`src/rtl/obj_pkg.sv`:
```
// ============================================================================
//  Module   : obj_pkg
//  Purpose  : Object record layout, list op encodings and colour constants
//             shared by the object list controller and the renderers.
//  Revision : 1.0  initial release
// ============================================================================
`default_nettype none

package obj_pkg;

  // Object record: enum[55:52] x[51:42] y[41:32] width[31:22] height[21:12] color[11:0]
  localparam int OBJ_WIDTH = 56;
  localparam int IDX_W     = 4;   // slot index width (list capacity up to 16)
  localparam int LEN_W     = 6;   // list length counter width

  localparam int ENUM_L   = 55;
  localparam int ENUM_R   = 52;
  localparam int X_L      = 51;
  localparam int X_R      = 42;
  localparam int Y_L      = 41;
  localparam int Y_R      = 32;
  localparam int WIDTH_L  = 31;
  localparam int WIDTH_R  = 22;
  localparam int HEIGHT_L = 21;
  localparam int HEIGHT_R = 12;
  localparam int COLOR_L  = 11;
  localparam int COLOR_R  = 0;

  // List operations issued by requesters
  typedef enum logic [1:0] {
    OP_ADD    = 2'd0,
    OP_UPDATE = 2'd1,
    OP_DELETE = 2'd2,
    OP_CLEAR  = 2'd3
  } op_e;

  // 12-bit RGB 4:4:4 colours
  localparam logic [11:0] COLOR_BLACK = 12'h000;
  localparam logic [11:0] COLOR_RED   = 12'hF00;
  localparam logic [11:0] COLOR_GREEN = 12'h0F0;
  localparam logic [11:0] COLOR_BLUE  = 12'h00F;
  localparam logic [11:0] COLOR_WHITE = 12'hFFF;

  // Assemble an object record from its fields
  function automatic logic [OBJ_WIDTH-1:0] make_obj(
    input logic [3:0]  kind,
    input logic [9:0]  x,
    input logic [9:0]  y,
    input logic [9:0]  w,
    input logic [9:0]  h,
    input logic [11:0] color
  );
    return {kind, x, y, w, h, color};
  endfunction

endpackage

`default_nettype wire

```
`src/rtl/obj_list_ctrl_rr_arbiter.sv`:
```
// ============================================================================
//  Module   : rr_arbiter
//  Purpose  : Round-robin arbiter. Grants the first active request at or
//             after the pointer; the pointer moves past the grantee whenever
//             a grant is issued. N_REQ must be a power of two.
//  Revision : 1.0  initial release
// ============================================================================
`default_nettype none

module rr_arbiter #(
  parameter int N_REQ = 2
) (
  input  logic             clk,
  input  logic             rst,
  input  logic             enable,
  input  logic [N_REQ-1:0] req,
  output logic [N_REQ-1:0] grant
);

  localparam int PW = (N_REQ > 1) ? $clog2(N_REQ) : 1;

  logic [PW-1:0] ptr;
  logic [PW-1:0] next_ptr;
  logic [PW-1:0] cand;
  logic          found;

  // Scan requesters starting at the pointer; index wraps naturally (power of two)
  always_comb begin
    grant    = '0;
    next_ptr = ptr;
    cand     = ptr;
    found    = 1'b0;
    for (int k = 0; k < N_REQ; k++) begin
      cand = ptr + PW'(k);
      if (enable && !found && req[cand]) begin
        found       = 1'b1;
        grant[cand] = 1'b1;
        next_ptr    = cand + PW'(1);
      end
    end
  end

  // Advance the pointer only when a grant is actually issued
  always_ff @(posedge clk) begin
    if (rst) begin
      ptr <= '0;
    end else if (found) begin
      ptr <= next_ptr;
    end
  end

endmodule

`default_nettype wire

```
`src/rtl/obj_list_ctrl.sv`:
```
// ============================================================================
//  Module   : obj_list_ctrl
//  Purpose  : Sequencer owning the renderer's object list. Requester ops are
//             serialised onto a shadow list; the shadow list is copied to the
//             display outputs only at frame start so a frame never sees a
//             half-edited list.
//  Revision : 1.0  initial release
// ============================================================================
`default_nettype none

module obj_list_ctrl
  import obj_pkg::*;
#(
  parameter int MAX_LEN = 16,
  parameter int N_REQ   = 2
) (
  input  logic                           clk,
  input  logic                           rst,
  input  logic                           frame_start,
  input  logic [N_REQ-1:0]               req,
  input  logic [2*N_REQ-1:0]             req_op,
  input  logic [IDX_W*N_REQ-1:0]         req_idx,
  input  logic [OBJ_WIDTH*N_REQ-1:0]     req_obj,
  output logic [N_REQ-1:0]               ack,
  output logic [N_REQ-1:0]               err,
  output logic [OBJ_WIDTH*MAX_LEN-1:0]   obj_arr_packed,
  output logic [LEN_W-1:0]               arr_len,
  output logic                           busy
);

  localparam logic [2:0] S_IDLE   = 3'd0;
  localparam logic [2:0] S_EXEC   = 3'd1;
  localparam logic [2:0] S_MOVE   = 3'd2;
  localparam logic [2:0] S_RESP   = 3'd3;
  localparam logic [2:0] S_COMMIT = 3'd4;

  logic [2:0]           state;
  logic                 commit_pending;
  logic [OBJ_WIDTH-1:0] shadow [MAX_LEN];
  logic [OBJ_WIDTH-1:0] disp   [MAX_LEN];
  logic [LEN_W-1:0]     shadow_len;

  // Latched operation of the current grantee
  op_e                  cur_op;
  logic [IDX_W-1:0]     cur_idx;
  logic [OBJ_WIDTH-1:0] cur_obj;
  logic [N_REQ-1:0]     cur_sel;

  logic                 arb_en;
  logic [N_REQ-1:0]     grant;
  logic [1:0]           sel_op;
  logic [IDX_W-1:0]     sel_idx;
  logic [OBJ_WIDTH-1:0] sel_obj;
  logic                 full;
  logic                 idx_ok;
  logic                 exec_err;
  logic [IDX_W-1:0]     last_slot;

  // A pending or arriving commit takes precedence over any grant
  assign arb_en = (state == S_IDLE) && !commit_pending && !frame_start;
  assign busy   = (state != S_IDLE) || commit_pending;

  rr_arbiter #(
    .N_REQ (N_REQ)
  ) u_arb (
    .clk    (clk),
    .rst    (rst),
    .enable (arb_en),
    .req    (req),
    .grant  (grant)
  );

  // Route the granted requester's op, index and object
  always_comb begin
    sel_op  = '0;
    sel_idx = '0;
    sel_obj = '0;
    for (int k = 0; k < N_REQ; k++) begin
      if (grant[k]) begin
        sel_op  = req_op[k*2 +: 2];
        sel_idx = req_idx[k*IDX_W +: IDX_W];
        sel_obj = req_obj[k*OBJ_WIDTH +: OBJ_WIDTH];
      end
    end
  end

  assign full   = (shadow_len == LEN_W'(MAX_LEN));
  assign idx_ok = (LEN_W'(cur_idx) < shadow_len);
  // Low bits of shadow_len-1; only used when the list is non-empty
  assign last_slot = shadow_len[IDX_W-1:0] - IDX_W'(1);

  // Decide whether the latched op is rejected
  always_comb begin
    exec_err = 1'b0;
    case (cur_op)
      OP_ADD:    exec_err = full;
      OP_UPDATE: exec_err = !idx_ok;
      OP_DELETE: exec_err = !idx_ok;
      OP_CLEAR:  exec_err = 1'b0;
    endcase
  end

  // Sequencer: arbitration, shadow list edits, ack/err generation
  always_ff @(posedge clk) begin
    if (rst) begin
      state          <= S_IDLE;
      commit_pending <= 1'b0;
      shadow_len     <= '0;
      ack            <= '0;
      err            <= '0;
      cur_op         <= OP_ADD;
      cur_idx        <= '0;
      cur_obj        <= '0;
      cur_sel        <= '0;
      for (int i = 0; i < MAX_LEN; i++) shadow[i] <= '0;
    end else begin
      ack <= '0;
      err <= '0;
      // Frame starts seen mid-op are remembered; one seen in COMMIT is absorbed
      if (frame_start && (state == S_EXEC || state == S_MOVE || state == S_RESP))
        commit_pending <= 1'b1;
      case (state)
        S_IDLE: begin
          if (commit_pending || frame_start) begin
            state <= S_COMMIT;
          end else if (|grant) begin
            cur_op  <= op_e'(sel_op);
            cur_idx <= sel_idx;
            cur_obj <= sel_obj;
            cur_sel <= grant;
            state   <= S_EXEC;
          end
        end
        S_EXEC: begin
          if (cur_op == OP_DELETE && !exec_err) begin
            state <= S_MOVE;
          end else begin
            state <= S_RESP;
            ack   <= cur_sel;
            err   <= exec_err ? cur_sel : '0;
          end
          if (!exec_err) begin
            case (cur_op)
              OP_ADD: begin
                shadow[shadow_len[IDX_W-1:0]] <= cur_obj;
                shadow_len <= shadow_len + LEN_W'(1);
              end
              OP_UPDATE: shadow[cur_idx] <= cur_obj;
              OP_DELETE: ;
              OP_CLEAR: begin
                shadow_len <= '0;
                for (int i = 0; i < MAX_LEN; i++) shadow[i] <= '0;
              end
            endcase
          end
        end
        S_MOVE: begin
          // Swap-with-last; when idx is the last slot the zeroing write wins
          shadow[cur_idx]   <= shadow[last_slot];
          shadow[last_slot] <= '0;
          shadow_len        <= shadow_len - LEN_W'(1);
          state             <= S_RESP;
          ack               <= cur_sel;
        end
        S_RESP: begin
          state <= S_IDLE;
        end
        S_COMMIT: begin
          commit_pending <= 1'b0;
          state          <= S_IDLE;
        end
        default: state <= S_IDLE;
      endcase
    end
  end

  // Display list: copied from the shadow list only during COMMIT
  always_ff @(posedge clk) begin
    if (rst) begin
      arr_len <= '0;
      for (int i = 0; i < MAX_LEN; i++) disp[i] <= '0;
    end else if (state == S_COMMIT) begin
      arr_len <= shadow_len;
      for (int i = 0; i < MAX_LEN; i++) disp[i] <= shadow[i];
    end
  end

  for (genvar i = 0; i < MAX_LEN; i++) begin : g_pack
    assign obj_arr_packed[i*OBJ_WIDTH +: OBJ_WIDTH] = disp[i];
  end

endmodule

`default_nettype wire

```
`config.mk`:
```
export PLATFORM = sky130hd
export DESIGN_NAME = obj_list_ctrl
export DESIGN_NICKNAME = d
export VERILOG_FILES = /design/src/rtl/obj_pkg.sv /design/src/rtl/obj_list_ctrl_rr_arbiter.sv /design/src/rtl/obj_list_ctrl.sv
export SDC_FILE = /design/constraint.sdc
export NUM_CORES = 2
export LEC_CHECK = 0
export CAP_MARGIN = 30
export CORE_MARGIN = 2
export CORE_UTILIZATION = 43
export CTS_CLUSTER_SIZE = 16
export DETAILED_ROUTE_END_ITERATION = 7
export GPL_TIMING_DRIVEN = 1
export PLACE_DENSITY_LB_ADDON = 0.1
export SYNTH_ARGS = -nofsm -noshare
export SYNTH_HDL_FRONTEND = slang
export SYNTH_SLANG_ARGS = --single-unit
export TNS_END_PERCENT = 5
```
`constraint.sdc`:
```
create_clock -name clk -period 25.1 [get_ports clk]
set_input_delay 3.765 -clock clk [delete_from_list [all_inputs] [get_ports clk]]
set_output_delay 3.765 -clock clk [all_outputs]
set_load 0.03 [all_outputs]
```
; ---- After elaboration in Yosys (flattened, before gate mapping)
; Memory sizes are Yosys's and may differ from the RTL's.
; Index checks and enable logic that the tools add are counted.
[op_classes]
addsub = 5
mul = 0
div = 0
n_lt_le_gt_ge = 5
eq_ne = 11
n_shift = 0
n_mux = 95
bitwise_logic = 37
n_reduce_logical = 33
[ops]
columns = cell, n
row1 = $mux 56, 38
row2 = $reduce_or 56->1, 3
row3 = $mux 1, 37
row4 = $or 1x1->1, 33
row5 = $pmux 6 s2, 2
row6 = $mux 4, 5
row7 = $mux 2, 5
row8 = $logic_and 1x1->1, 9
row9 = $pmux 3 s3, 1
row10 = $add 6x1->6 const B, 1
row11 = $eq 3x2->1 const B, 2
row12 = $eq 6x5->1 const B, 1
row13 = $lt 4x6->1, 1
row14 = $mux 3, 2
row15 = $mux 6, 1
row16 = $ne 3x1->1 const B, 2
row17 = $reduce_and 3->1, 2
row18 = $reduce_or 2->1, 3
row19 = $sub 6x1->6 const B, 1
row20 = $logic_not 1->1, 5
row21 = $eq 2x2->1 const B, 2
row22 = $logic_or 1x1->1, 4
row23 = $lt 1x2->1 const B, 2
row24 = $pmux 2 s2, 1
row25 = 17 further kinds, 23
[totals]
reg_bits = 85
latch_bits = 0
ramBits = 1792
romBits = 0
inputBits = 129
output_inout_bits = 907
elab_cells = 199
mem_count = 2
[mem_list]
columns = memory, words, width, rd, rd_ports_with_merged_regs, write_ports, line
row1 = disp, 16, 56, 16, 0, 16, obj_list_ctrl.sv:40  ; logic [OBJ_WIDTH-1:0] disp [MAX_LEN];
row2 = shadow, 16, 56, 17, 0, 16, obj_list_ctrl.sv:39  ; logic [OBJ_WIDTH-1:0] shadow [MAX_LEN];

; ---- Longest topological paths before layout
[logic_depth]
ltp_word = 13
ltp_mapped = 13
ltp_nobuf = 8

; ---- Cells and area by module
; From an unflattened synthesis, not the netlist that was laid out.
[hier_totals]
cells_unflattened = 7346
hier_area_um2 = 81834.7
[by_module_without_submodules]
columns = module, instances, cells_per_inst, area_each_um2
row1 = obj_list_ctrl, 1, 7338, 81779.7
row2 = rr_arbiter, 1, 8, 55.1

; ---- Least setup slack after synthesis
; Ideal clock, no wire load.
[synth_timing]
path_kind = input port to flip-flop
start = input port rst
end = memory disp[0][0] (enable)
setup_time_ns = 1.233
t_arrival_ns = 21.661
t_required_ns = 23.867
slack_ns = 2.207
path_stages = 4
path_buffers = 2
path_cell_list = clkbuf_1 > clkbuf_1 > a21oi_1 > inv_1
[synth_rtl]
columns = element, line
row1 = start: declaration, obj_list_ctrl.sv:18  ; input logic rst,
row2 = end: declaration, obj_list_ctrl.sv:40

==> summary.md <==
| Metric | Value |
|---|---|
| Pin count of the biggest net entering global routing | `232` |
| Cells after Synth | `7,047` |
| First-pass GRT wire length | `442 mm` |
| Multi-input logic area | `around 0.032 mm2` |
| Initial DRC Count | `5,845` |
| Switching Share | `a little under a third` |
| Cell mode on critical path | `buf_4` |
| Failing checks | `DRC` |
| P_int | `roughly 0.0057 W` |
| Worst Path Arrival | `8.28 ns` |
| Maximum clock frequency | `0.128 GHz` |
| Cell taking the most area after synthesis | `edfxtp_1` |
| Yosys top cell area share | `about a third` |
| Grt ovf | `0` |
| CTS sink cnt | `approximately 1,900` |
| # setup viols final | `0` |
| Synthesized cell area | `0.0802 mm2` |
| Die Width | `436 um` |
| Routability-driven placement congestion ratio | `a little under 0.9` |
| Clk slew on worst S/H paths | `0.06 ns` |
| Reg area | `around 0.047 mm2` |
| CORE AREA | `0.185 mm2` |
| CP bufs+invs | `6` |
| Die area | `between 0.15 and 0.2 mm2` |
| Max incr delay on CP | `0.90 ns` |
| Number of I/O pins | `1,036` |
| Synth area leaders | `edfxtp_1, dfxtp_1, mux2i_1, nand2_1, mux4_2` |
| Slowest cell on the critical path | `buf_4` |
| Vias in the first global route | `roughly 57,000` |
| Synth unique cells | `between 60 and 70` |
| Clock Latency Late Sink | `0.86 ns` |
| Clock root cell | `clkbuf_16` |
| Sequential Power Share | `42.9%` |
| Period Utilization, post-route | `31.1%` |
| Reg2reg start | `shadow_len[0]` |
| H-tree levels | `4` |
| DRT antenna net count | `0` |
| # resized after CTS | `0` |
| Max VDD drop | `0.0000591 V` |
| Final net count | `~8,000` |
| Worst r2r dst | `shadow[12][38]` |
| WP data required | `25.56 ns` |
| Port buffer count | `1,035` |
| Crit path capture | `disp[0][262]` |
| Post-synth EDFFs | `around 900` |
| Static Leak | `between 40 and 50 nW` |
| Critical Path Start | `rst` |
| FF-to-FF setup slack | `19.49 ns` |
| # hold bufs at CTS | `0` |
| Share of cells above drive strength 1 | `9.15%` |
| Max-slew violations | `0` |
| Final worst slack | `17.28 ns` |
| Drt pass-1 iters | `8` |
| Pre-CTS setup slack | `16.41 ns` |
| #FFs+latches synth | `1,877` |
| Syn Nets | `approximately 7,000` |
| TritonCTS Buffers | `196` |
| RSZ-0062 raised after global routing | `no` |
| Combinational power share | `21.3%` |
| Clock power frac | `35.8%` |
| DR vias | `58,800` |
| Crit path kind | `input pin to register` |
| DR vias/cell | `5.61` |
| Switch Pwr | `between 0.002 and 0.003 W` |
| Slew HR | `roughly 22%` |
| Fillcell total | `16,000` |
| Post CTS Setup Buffer Count | `0` |
| Final WL | `319 mm` |
| Crit path launch type | `input pin` |
| Worst-path cell chain | `buf_8 -> a21oi_1 -> inv_8 -> buf_16 -> buf_4 -> buf_4 -> buf_4` |
| P per Cell Area | `~84 mW/mm2` |
| Commonest cells in the netlist | `nand2_1, dfxtp_1, mux2i_1, edfxtp_1, and2_1` |
| Maximum fanout along the worst path | `123` |
| Min Tclk post-route | `7.82 ns` |
| Initial antenna violation count | `10` |
| Avg Cell Area, Syn | `11.4 um2` |
| Routed length per instance | `slightly above 30 um` |
| Gate family responsible for the most delay along the worst path | `buffers and inverters` |
| Worst Hold Class | `register to register` |
| Ys Warns | `0` |
| Seq/Total Area, Yosys | `58.0%` |
| Critical Path Stages | `7` |
| Asr flop ratio synth | `0%` |
| Worst reg-to-reg path cell count | `11` |
| Post-DP HPWL | `211 mm` |
| Main synth FF type | `dfxtp_1` |
| Residual DRC | `1` |
| Critical Path Sink Type | `register` |
| Clock Skew | `0.0310 ns` |
| CTS tree | `built` |
| Post-layout util | `53.7%` |
| Worst-Margin Slew | `1.17 ns` |
| # Max-Cap Violations | `0` |
| Status | `complete, but fails checks` |
| Area delta synth->final | `24.2%` |
| Row count | `158` |
| Fin Setup TNS | `0 ns` |
| Most common cell in the netlist | `nand2_1` |
| Die height | `~440 um` |
| Initial Utilization | `43.2%` |
| Fin. Hold Viols | `0` |
| Clk buf depth | `3` |
| GRT Overall Usage | `between 30% and 40%` |
## worst min path at each step
stage	from	to	slack [ns]	depth (start not counted)
CTS	cur_sel[0]	cur_sel[0]	0.47	2
finish	cur_sel[0]	cur_sel[0]	0.47	2
detailed placement	cur_sel[0]	cur_sel[0]	0.46	2
global placement	cur_sel[0]	cur_sel[0]	0.45	2
floorplan	cur_sel[0]	cur_sel[0]	0.44	2
global route	shadow[2][12]	shadow[2][12]	0.48	2
## registers in the layout, summed over array words and instances (netlist names), 2 cells and up
| signal | cells |
|---|---|
| cur_idx | 4 |
| cur_op | 2 |
| state | 3 |
| cur_obj | 56 |
| err | 2 |
| ack | 2 |
| cur_sel | 2 |
| arr_len | 6 |
| shadow_len | 6 |
| shadow | 896 |
| disp | 896 |
## kinds of logic (layout without fill, tap and decap cells)
group | after synthesis | in the layout | share of synthesized area, %
AOI/OAI and AO/OA | 292 | 292 | 2.43
xor gates and xnor gates | 3 | 3 | 0.0421
adders and majority gates | 15 | 15 | 0.234
muxes | 1202 | 1202 | 18.5
DFF | 1877 | 1877 | 58.0
other | 0 | 4 | 0
buffers and inverters | 592 | 1547 | 3.25
and+or+nand+nor | 3066 | 3066 | 17.5
## placed cells by master, fill, tap and decap left out, drive strengths merged, types with 110 or more instances in the layout
cell type / count
mux4: 224
clkdlybuf4s50: 1034
nand2: 2002
mux2i: 970
buf: 127
dfxtp: 981
clkbuf: 272
and2: 562
a21oi: 110
nor2b: 352
edfxtp: 896
## layout make-up
type                            instances  share of cell area [%]
Sequential cell                      1877                    46.7
Multi-Input combinational cell       4578                    31.7
Timing Repair Buffer                 1161                    11.8
Clock buffer                          272                    5.54
Tap cell                             2480                    3.12
Clock inverter                        100                    1.05
Inverter                               14                  0.0603
Antenna cell                            4                  0.0101
## power groups by stage
| stage | clock, W | combinational (W) | sequential, W |
|---|---|---|---|
| 2_1_floorplan | 0 | 0.000709 | 0.00407 |
| 3_3_place_gp | 0 | 0.00176 | 0.00367 |
| 3_5_place_dp | 0 | 0.00179 | 0.00367 |
| 4_1_cts | 0.00304 | 0.00179 | 0.00361 |
| 5_1_grt | 0.00315 | 0.00186 | 0.00361 |
| 6_report | 0.00301 | 0.00179 | 0.00361 |
## worst reg2reg max path, delay by kind of cell, from the launching register on
family	cells	cell delay, ns
flops	1	0.94
buf+inv	4	1.59
compound gates	2	1.46
fa+ha+maj	1	0.46
simple gates	3	0.79
mux	1	0.29
## stage by stage
stage / instances / area (um2) / total power (W) / hold WS [ns]
after CTS: 10500 / 99500 / 0.00844 / 0.470
after detailed placement: 10100 / 92900 / 0.00545 / 0.461
final: 10500 / 99600 / 0.00841 / 0.468
after global routing: 10500 / 99600 / 0.00863 / 0.485
after floorplan: 7047 / 80200 / 0.00478 / 0.440
after global placement: 10100 / 92400 / 0.00543 / 0.447
## routing by layer
metal | part of all wire, % | GRT usage (%)
met3 | 6.8 | 4.95
met2 | 48 | 53.3
met5 | 0.0057 | 0
met1 | 38 | 40.0
met4 | 7.3 | 21.4
No activity file was read; power rests on OpenSTA's default activity.
